==> config.mk <==
export PLATFORM = sky130hd
export DESIGN_NAME = hazard_fwd_unit_flat
export DESIGN_NICKNAME = d
export VERILOG_FILES = /design/src/rtl/hazard_fwd_unit_if.sv /design/src/rtl/hazard_fwd_unit.sv /design/src/flat_wrapper.sv
export SDC_FILE = /design/constraint.sdc
export NUM_CORES = 1
export LEC_CHECK = 0
export ABC_CLOCK_PERIOD_IN_PS = 2400
export BUFFER_PORTS_ARGS = -buffer_cell sky130_fd_sc_hd__buf_4
export CAP_MARGIN = 20
export CORE_UTILIZATION = 49
export CTS_BUF_LIST = sky130_fd_sc_hd__clkbuf_8
export DETAILED_ROUTE_END_ITERATION = 12
export PLACE_DENSITY = 0.88
export SYNTH_ARGS = -nofsm -noshare
export SYNTH_HDL_FRONTEND = slang
export SYNTH_SLANG_ARGS = --single-unit
==> constraint.sdc <==
create_clock -name clk -period 2.4 [get_ports clk]
set_input_delay 0.12 -clock clk [delete_from_list [all_inputs] [get_ports clk]]
set_output_delay 0.12 -clock clk [all_outputs]
set_load 0.05 [all_outputs]
==> src/rtl/hazard_fwd_unit_if.sv <==
// Pipeline-hazard bus between the datapath and hazard_fwd_unit.
// master: pipeline side (drives stage fields, reads selects/stall).
// slave:  hazard unit side.
// Macro HAZARD_STALL_CNT_EN adds the stall_cnt field.
interface hazard_fwd_unit_if #(
  parameter int unsigned ADDR_W = 5,
  parameter int unsigned CNT_W  = 16
);
  logic [ADDR_W-1:0] rs_id, rt_id;
  logic              uses_rt_id, branch_id;
  logic [ADDR_W-1:0] rs_ex, rt_ex;
  logic              regwrite_ex, memread_ex;
  logic [ADDR_W-1:0] waddr_ex;
  logic              regwrite_mem, memread_mem;
  logic [ADDR_W-1:0] waddr_mem;
  logic              regwrite_wb;
  logic [ADDR_W-1:0] waddr_wb;
  logic [1:0]        fwd_a_ex, fwd_b_ex, fwd_a_id, fwd_b_id;
  logic              stall, bubble;
  logic [1:0]        stall_state;
  logic              hazard_err;
`ifdef HAZARD_STALL_CNT_EN
  logic [CNT_W-1:0]  stall_cnt;
`else
  // CNT_W only sizes stall_cnt; reject a zero width even when it is absent.
  if (CNT_W == 0) begin : gBadCntW
    $error("hazard_fwd_unit_if: CNT_W must be nonzero");
  end
`endif

  modport master (
    output rs_id, rt_id, uses_rt_id, branch_id, rs_ex, rt_ex,
    output regwrite_ex, memread_ex, waddr_ex, regwrite_mem, memread_mem, waddr_mem,
    output regwrite_wb, waddr_wb,
    input  fwd_a_ex, fwd_b_ex, fwd_a_id, fwd_b_id, stall, bubble, stall_state, hazard_err
`ifdef HAZARD_STALL_CNT_EN
    , input stall_cnt
`endif
  );

  modport slave (
    input  rs_id, rt_id, uses_rt_id, branch_id, rs_ex, rt_ex,
    input  regwrite_ex, memread_ex, waddr_ex, regwrite_mem, memread_mem, waddr_mem,
    input  regwrite_wb, waddr_wb,
    output fwd_a_ex, fwd_b_ex, fwd_a_id, fwd_b_id, stall, bubble, stall_state, hazard_err
`ifdef HAZARD_STALL_CNT_EN
    , output stall_cnt
`endif
  );
endinterface

==> src/rtl/hazard_fwd_unit.sv <==
// Hazard detection and forwarding for a 5-stage MIPS-style pipeline.
// EX operands forward from MEM/WB; ID branch compares forward from MEM (non-load)/WB.
// Load-use and branch hazards stall/bubble combinationally; a small FSM tracks the
// stall cause and a sticky flag catches runaway stall chains.
// Optional macro HAZARD_STALL_CNT_EN: saturating total stall-cycle counter (stall_cnt).
module hazard_fwd_unit #(
  parameter int unsigned ADDR_W    = 5,
  parameter int unsigned MAX_STALL = 3,
  parameter int unsigned CNT_W     = 16
) (
  input logic             clk,
  input logic             rst_n,
  hazard_fwd_unit_if.slave bus
);

  typedef enum logic [1:0] {
    StRun     = 2'b00,
    StStallLu = 2'b01,
    StStallBr = 2'b10
  } stateE;

  localparam int unsigned ConsW = $clog2(MAX_STALL + 2);
  localparam logic [ConsW-1:0] ConsLim = ConsW'(MAX_STALL);
  localparam logic [ConsW-1:0] ConsMax = ConsW'(MAX_STALL + 1);

`ifndef HAZARD_STALL_CNT_EN
  if (CNT_W == 0) begin : gBadCntW
    $error("hazard_fwd_unit: CNT_W must be nonzero");
  end
`endif

  // Producer match: writing, not $0, and same register.
  function automatic logic hit(input logic we, input logic [ADDR_W-1:0] waddr,
                               input logic [ADDR_W-1:0] src);
    return we && (waddr != '0) && (waddr == src);
  endfunction

  stateE            state, stateNext;
  logic [ConsW-1:0] consCnt;
  logic             hazErr;
  logic             luHaz, brHaz, stallNow;

  // Forward selects: MEM beats WB; a load in MEM has no data yet for the ID compare.
  always_comb begin
    bus.fwd_a_ex = hit(bus.regwrite_mem, bus.waddr_mem, bus.rs_ex) ? 2'b10 :
                   hit(bus.regwrite_wb,  bus.waddr_wb,  bus.rs_ex) ? 2'b01 : 2'b00;
    bus.fwd_b_ex = hit(bus.regwrite_mem, bus.waddr_mem, bus.rt_ex) ? 2'b10 :
                   hit(bus.regwrite_wb,  bus.waddr_wb,  bus.rt_ex) ? 2'b01 : 2'b00;
    bus.fwd_a_id = (hit(bus.regwrite_mem, bus.waddr_mem, bus.rs_id) && !bus.memread_mem) ?
                   2'b10 : hit(bus.regwrite_wb, bus.waddr_wb, bus.rs_id) ? 2'b01 : 2'b00;
    bus.fwd_b_id = (hit(bus.regwrite_mem, bus.waddr_mem, bus.rt_id) && !bus.memread_mem) ?
                   2'b10 : hit(bus.regwrite_wb, bus.waddr_wb, bus.rt_id) ? 2'b01 : 2'b00;
  end

  // Hazard detection. A load still in EX is classed as load-use, so a load followed
  // by a dependent branch walks LU then BR and stalls exactly two cycles.
  always_comb begin
    luHaz = bus.memread_ex &&
            (hit(bus.regwrite_ex, bus.waddr_ex, bus.rs_id) ||
             (bus.uses_rt_id && hit(bus.regwrite_ex, bus.waddr_ex, bus.rt_id)));
    brHaz = bus.branch_id &&
            ((!bus.memread_ex &&
              (hit(bus.regwrite_ex, bus.waddr_ex, bus.rs_id) ||
               hit(bus.regwrite_ex, bus.waddr_ex, bus.rt_id))) ||
             (bus.memread_mem &&
              (hit(bus.regwrite_mem, bus.waddr_mem, bus.rs_id) ||
               hit(bus.regwrite_mem, bus.waddr_mem, bus.rt_id))));
    stallNow  = luHaz || brHaz;
    stateNext = brHaz ? StStallBr : (luHaz ? StStallLu : StRun);
  end

  assign bus.stall       = stallNow;
  assign bus.bubble      = stallNow;
  assign bus.stall_state = state;
  assign bus.hazard_err  = hazErr;

  // Stall-cause FSM, consecutive-stall counter and sticky overrun flag.
  always_ff @(posedge clk or negedge rst_n) begin
    if (!rst_n) begin
      state   <= StRun;
      consCnt <= '0;
      hazErr  <= 1'b0;
    end else begin
      state <= stateNext;
      if (stallNow) begin
        if (consCnt != ConsMax) consCnt <= consCnt + 1'b1;
        if (consCnt >= ConsLim) hazErr <= 1'b1;
      end else begin
        consCnt <= '0;
      end
    end
  end

`ifdef HAZARD_STALL_CNT_EN
  logic [CNT_W-1:0] stallCnt;
  assign bus.stall_cnt = stallCnt;

  // Total stalled edges, saturating at all ones.
  always_ff @(posedge clk or negedge rst_n) begin
    if (!rst_n) begin
      stallCnt <= '0;
    end else if (stallNow && (stallCnt != '1)) begin
      stallCnt <= stallCnt + 1'b1;
    end
  end
`endif

endmodule
==> src/flat_wrapper.sv <==
// flat-port wrapper written by rule: the top's interface ports become plain ports
module hazard_fwd_unit_flat 
#(
  parameter int unsigned ADDR_W    = 5,
  parameter int unsigned MAX_STALL = 3,
  parameter int unsigned CNT_W     = 16
)
  (clk, rst_n, bus_rs_id, bus_rt_id, bus_uses_rt_id, bus_branch_id, bus_rs_ex, bus_rt_ex, bus_regwrite_ex, bus_memread_ex, bus_waddr_ex, bus_regwrite_mem, bus_memread_mem, bus_waddr_mem, bus_regwrite_wb, bus_waddr_wb, bus_fwd_a_ex, bus_fwd_b_ex, bus_fwd_a_id, bus_fwd_b_id, bus_stall, bus_bubble, bus_stall_state, bus_hazard_err);
  hazard_fwd_unit_if #(.ADDR_W(ADDR_W), .CNT_W(CNT_W)) bus_i ();
  input logic clk;
  input logic rst_n;
  input wire logic [$bits(bus_i.rs_id)-1:0] bus_rs_id;
  input wire logic [$bits(bus_i.rt_id)-1:0] bus_rt_id;
  input wire logic [$bits(bus_i.uses_rt_id)-1:0] bus_uses_rt_id;
  input wire logic [$bits(bus_i.branch_id)-1:0] bus_branch_id;
  input wire logic [$bits(bus_i.rs_ex)-1:0] bus_rs_ex;
  input wire logic [$bits(bus_i.rt_ex)-1:0] bus_rt_ex;
  input wire logic [$bits(bus_i.regwrite_ex)-1:0] bus_regwrite_ex;
  input wire logic [$bits(bus_i.memread_ex)-1:0] bus_memread_ex;
  input wire logic [$bits(bus_i.waddr_ex)-1:0] bus_waddr_ex;
  input wire logic [$bits(bus_i.regwrite_mem)-1:0] bus_regwrite_mem;
  input wire logic [$bits(bus_i.memread_mem)-1:0] bus_memread_mem;
  input wire logic [$bits(bus_i.waddr_mem)-1:0] bus_waddr_mem;
  input wire logic [$bits(bus_i.regwrite_wb)-1:0] bus_regwrite_wb;
  input wire logic [$bits(bus_i.waddr_wb)-1:0] bus_waddr_wb;
  output wire logic [$bits(bus_i.fwd_a_ex)-1:0] bus_fwd_a_ex;
  output wire logic [$bits(bus_i.fwd_b_ex)-1:0] bus_fwd_b_ex;
  output wire logic [$bits(bus_i.fwd_a_id)-1:0] bus_fwd_a_id;
  output wire logic [$bits(bus_i.fwd_b_id)-1:0] bus_fwd_b_id;
  output wire logic [$bits(bus_i.stall)-1:0] bus_stall;
  output wire logic [$bits(bus_i.bubble)-1:0] bus_bubble;
  output wire logic [$bits(bus_i.stall_state)-1:0] bus_stall_state;
  output wire logic [$bits(bus_i.hazard_err)-1:0] bus_hazard_err;
  assign bus_i.rs_id = bus_rs_id;
  assign bus_i.rt_id = bus_rt_id;
  assign bus_i.uses_rt_id = bus_uses_rt_id;
  assign bus_i.branch_id = bus_branch_id;
  assign bus_i.rs_ex = bus_rs_ex;
  assign bus_i.rt_ex = bus_rt_ex;
  assign bus_i.regwrite_ex = bus_regwrite_ex;
  assign bus_i.memread_ex = bus_memread_ex;
  assign bus_i.waddr_ex = bus_waddr_ex;
  assign bus_i.regwrite_mem = bus_regwrite_mem;
  assign bus_i.memread_mem = bus_memread_mem;
  assign bus_i.waddr_mem = bus_waddr_mem;
  assign bus_i.regwrite_wb = bus_regwrite_wb;
  assign bus_i.waddr_wb = bus_waddr_wb;
  assign bus_fwd_a_ex = bus_i.fwd_a_ex;
  assign bus_fwd_b_ex = bus_i.fwd_b_ex;
  assign bus_fwd_a_id = bus_i.fwd_a_id;
  assign bus_fwd_b_id = bus_i.fwd_b_id;
  assign bus_stall = bus_i.stall;
  assign bus_bubble = bus_i.bubble;
  assign bus_stall_state = bus_i.stall_state;
  assign bus_hazard_err = bus_i.hazard_err;
  hazard_fwd_unit #(.ADDR_W(ADDR_W), .MAX_STALL(MAX_STALL), .CNT_W(CNT_W)) u_core (.clk(clk), .rst_n(rst_n), .bus(bus_i));
endmodule
==> results.yml <==
detailed_routing:
  via_per_inst: 5.34
  drt_iter0_drc: 9
  dr.pass1.iters: 4
  drc_errors: 0
  routed_wl_um: 2950
  vias: 1062
  met2_length_um: 1520
  routedWlPerCell_um: 14.8
  ant_nets: 0
  top_layer: "met3"
  met3_length_um: 200
  wl_met1_um: 1230
timing:
  relSlewSlack_pct: 76.7
  finClkSkew_ns: 0.00283
  setup_viol: 0
  grt_setup_unrepaired: "no"
  period_share_pct: 77.8
  worstMarginPinSlew_ns: 0.346
  hold_viol: 0
  finalCriticalPeriod_ns: 1.87
  layout_setup_ws_ns: 0.533
  max_clock_freq_mhz: 536
  setup_tns_ns: 0
  drv_slew: 0
global_route:
  first_global_vias: 1091
  grt_pass1_wl_um: 4460
  grt_max_degree: 7
  grt_overflow: 0
  antenna_found_initial: 0
  grt_use_total_pct: 28.5
clock_network:
  clk_pin_slew_ns: 0.03
  cts_setup_buffers: 0
  ctsHtreeMaxLevel: 1
  clk_latency_ns: 0.22
  cts.sinks: 6
  clockBufferDepth: 2
  cts_made_buffers: 3
  cts-root-buf: "clkbuf_8"
  cts_tree: "built"
  cts_resized: 0
cells_and_area:
  synthToLayoutAreaGrowth_pct: 48.6
  fin_nets: 221
  num-fill-cells: 147
  drive_gt1_share_pct: 42.4
  antenna_cells: 0
  seqCellArea_um2: 150
  multi_input_area_um2: 836
floorplan:
  ios: 57
  start_util_pct: 51.7
  fp.dieW_um: 47.5
  core_um2: 1960
  die_area_um2: 2250
  fp-row-count: 16
  die_height_um: 47.5
critical_path:
  crit_family: "simple AND/OR/NAND/NOR gates"
  cp-end-kind: "output pin"
  worstSetupStartpointType: "input pin"
  critical_path.max_fanout: 5
  r2r_cells: 4
  worst-path-stages: 7
  path_buf_inv: 3
  max_stage_delay_ns: 0.55
  worstPathArrival_ns: 1.75
  path_cells: "buf_4, or4_4, o21ai_4, a211oi_2, nor3b_4, inv_1, buf_4"
  slowest_stage: "or4_4"
  crit_top_cell: "buf_4"
  worstSetupPathType: "input pin to output pin"
  crit_required_ns: 2.28
logic_synthesis:
  synthCells: 123
  synth_cell_types: 28
  synth_fp_nets: 170
  ys.flop_type: "dfrtp_1"
  async_reset_ff_share_pct: 100
  ys_ff_latch: 6
  yosys.cell_count.top_type: "xor2_1"
  synth.avg_cell_area_um2: 8.24
  yosysSeqAreaShare_pct: 14.8
  synthTopCellsByArea: "xor2_1, dfrtp_1, xnor2_1, nand3_1, nor3_1"
  syn_area_um2: 1010
  yosys-top-cells-count: "xor2_1, xnor2_1, nand3_1, nor3_1"
  synth_top_cell_by_area: "xor2_1"
  yosysWarnings: 0
  synthDominantCellAreaShare_pct: 31.1
  synth_edf_count: 0
placed_design:
  portBuffers: 56
  routabilityCongestion: 0.904
  dp_slack_ns: 0.546
  hpwl_um: 2430
power_and_ir_drop:
  vdd_drop_max_mv: 0.315
  leakage_nw: 0.683
  power.total_mw: 0.470
  powerDensity_nw_per_um2: 312
status:
  status: "complete, no violations"
worst_hold_path:
  hp-class: "input pin to async pin"
job:
  maxCapViolations: 0
routing by layer:
layer  vias to the layer above  track usage (%)
li1                        511                -
met1                       497             31.5
met2                        54             55.6
met3                         0             7.55
met4                         0             2.86
met5                         -                0
placed cells by master (no fill, tap or decap), drive strengths merged, types with 2 or more instances in the layout:
cell type  count
a211oi         2
a21oi          3
buf           56
clkbuf         3
dfrtp          6
ha             3
inv            4
nand2          5
nand3          8
nor2           3
nor3           8
nor4           5
o21ai          2
or4            6
xnor2         15
xor2          36
repair_timing:
item | CTS | global route
setup endpoints to repair | 0 | 0
hold buffers | 1 | 0
hold endpoints to repair | 6 | 0
area by class of cell:
| cell class | count | area share, % |
|---|---|---|
| inverter | 4 | 0.997 |
| tap | 27 | 2.24 |
| clock buffer | 3 | 2.74 |
| timing repair buffer | 57 | 28.6 |
| multi-input combinational | 102 | 55.5 |
| sequential | 6 | 9.97 |
state kept, by name (all words and copies together) (netlist names):
name	cells
u_core.bus.hazard_err	1
u_core.bus.stall_state	2
u_core.consCnt	3
where the power goes:
group          switching, mW  internal (mW)
Combinational          0.112          0.106
Clock                 0.0391          0.107
Sequential           0.00129          0.104
through the flow:
stage	instances	hold WS (ns)	utilization [%]	area, µm²
after floorplan	123	-0.176	-	1060
after global placement	195	-0.0725	74.2	1460
after detailed placement	195	-0.0698	74.2	1460
after CTS	199	0.240	76.8	1510
after global routing	199	0.265	76.8	1510
final	199	0.257	76.8	1510
worst register-to-register path: cells and delay by family (launching register included):
kind	cells	cell delay, ns
compound gates	2	0.34
flops	1	0.41
fa+ha+maj	2	0.40
cell families after synthesis:
family | share of synthesized area [%]
DFF | 14.8
and+or+nand+nor | 22.0
xor gates and xnor gates | 44.1
adders and majority gates | 3.70
buffers and inverters | 7.28
AOI/OAI and AO/OA | 8.15
final timing paths:
| path | startpoint | end | slack, ns |
|---|---|---|---|
| setup / recovery | bus_waddr_mem[4] | bus_stall | 0.53 |
| max in group asynchronous | rst_n | u_core.consCnt[2]$_DFFE_PN0P_ | 2.02 |
| min in group clk | bus_memread_ex | u_core.bus.stall_state[0]$_DFF_PN0_ | 0.26 |
| hold reg to reg | u_core.bus.hazard_err$_DFFE_PN0P_ | u_core.bus.hazard_err$_DFFE_PN0P_ | 0.49 |
| setup reg to reg | u_core.consCnt[0]$_DFFE_PN0P_ | u_core.bus.hazard_err$_DFFE_PN0P_ | 1.13 |
| hold / removal | rst_n | u_core.bus.stall_state[0]$_DFF_PN0_ | 0.26 |
Note: power is estimated with default switching activity, not from simulation.
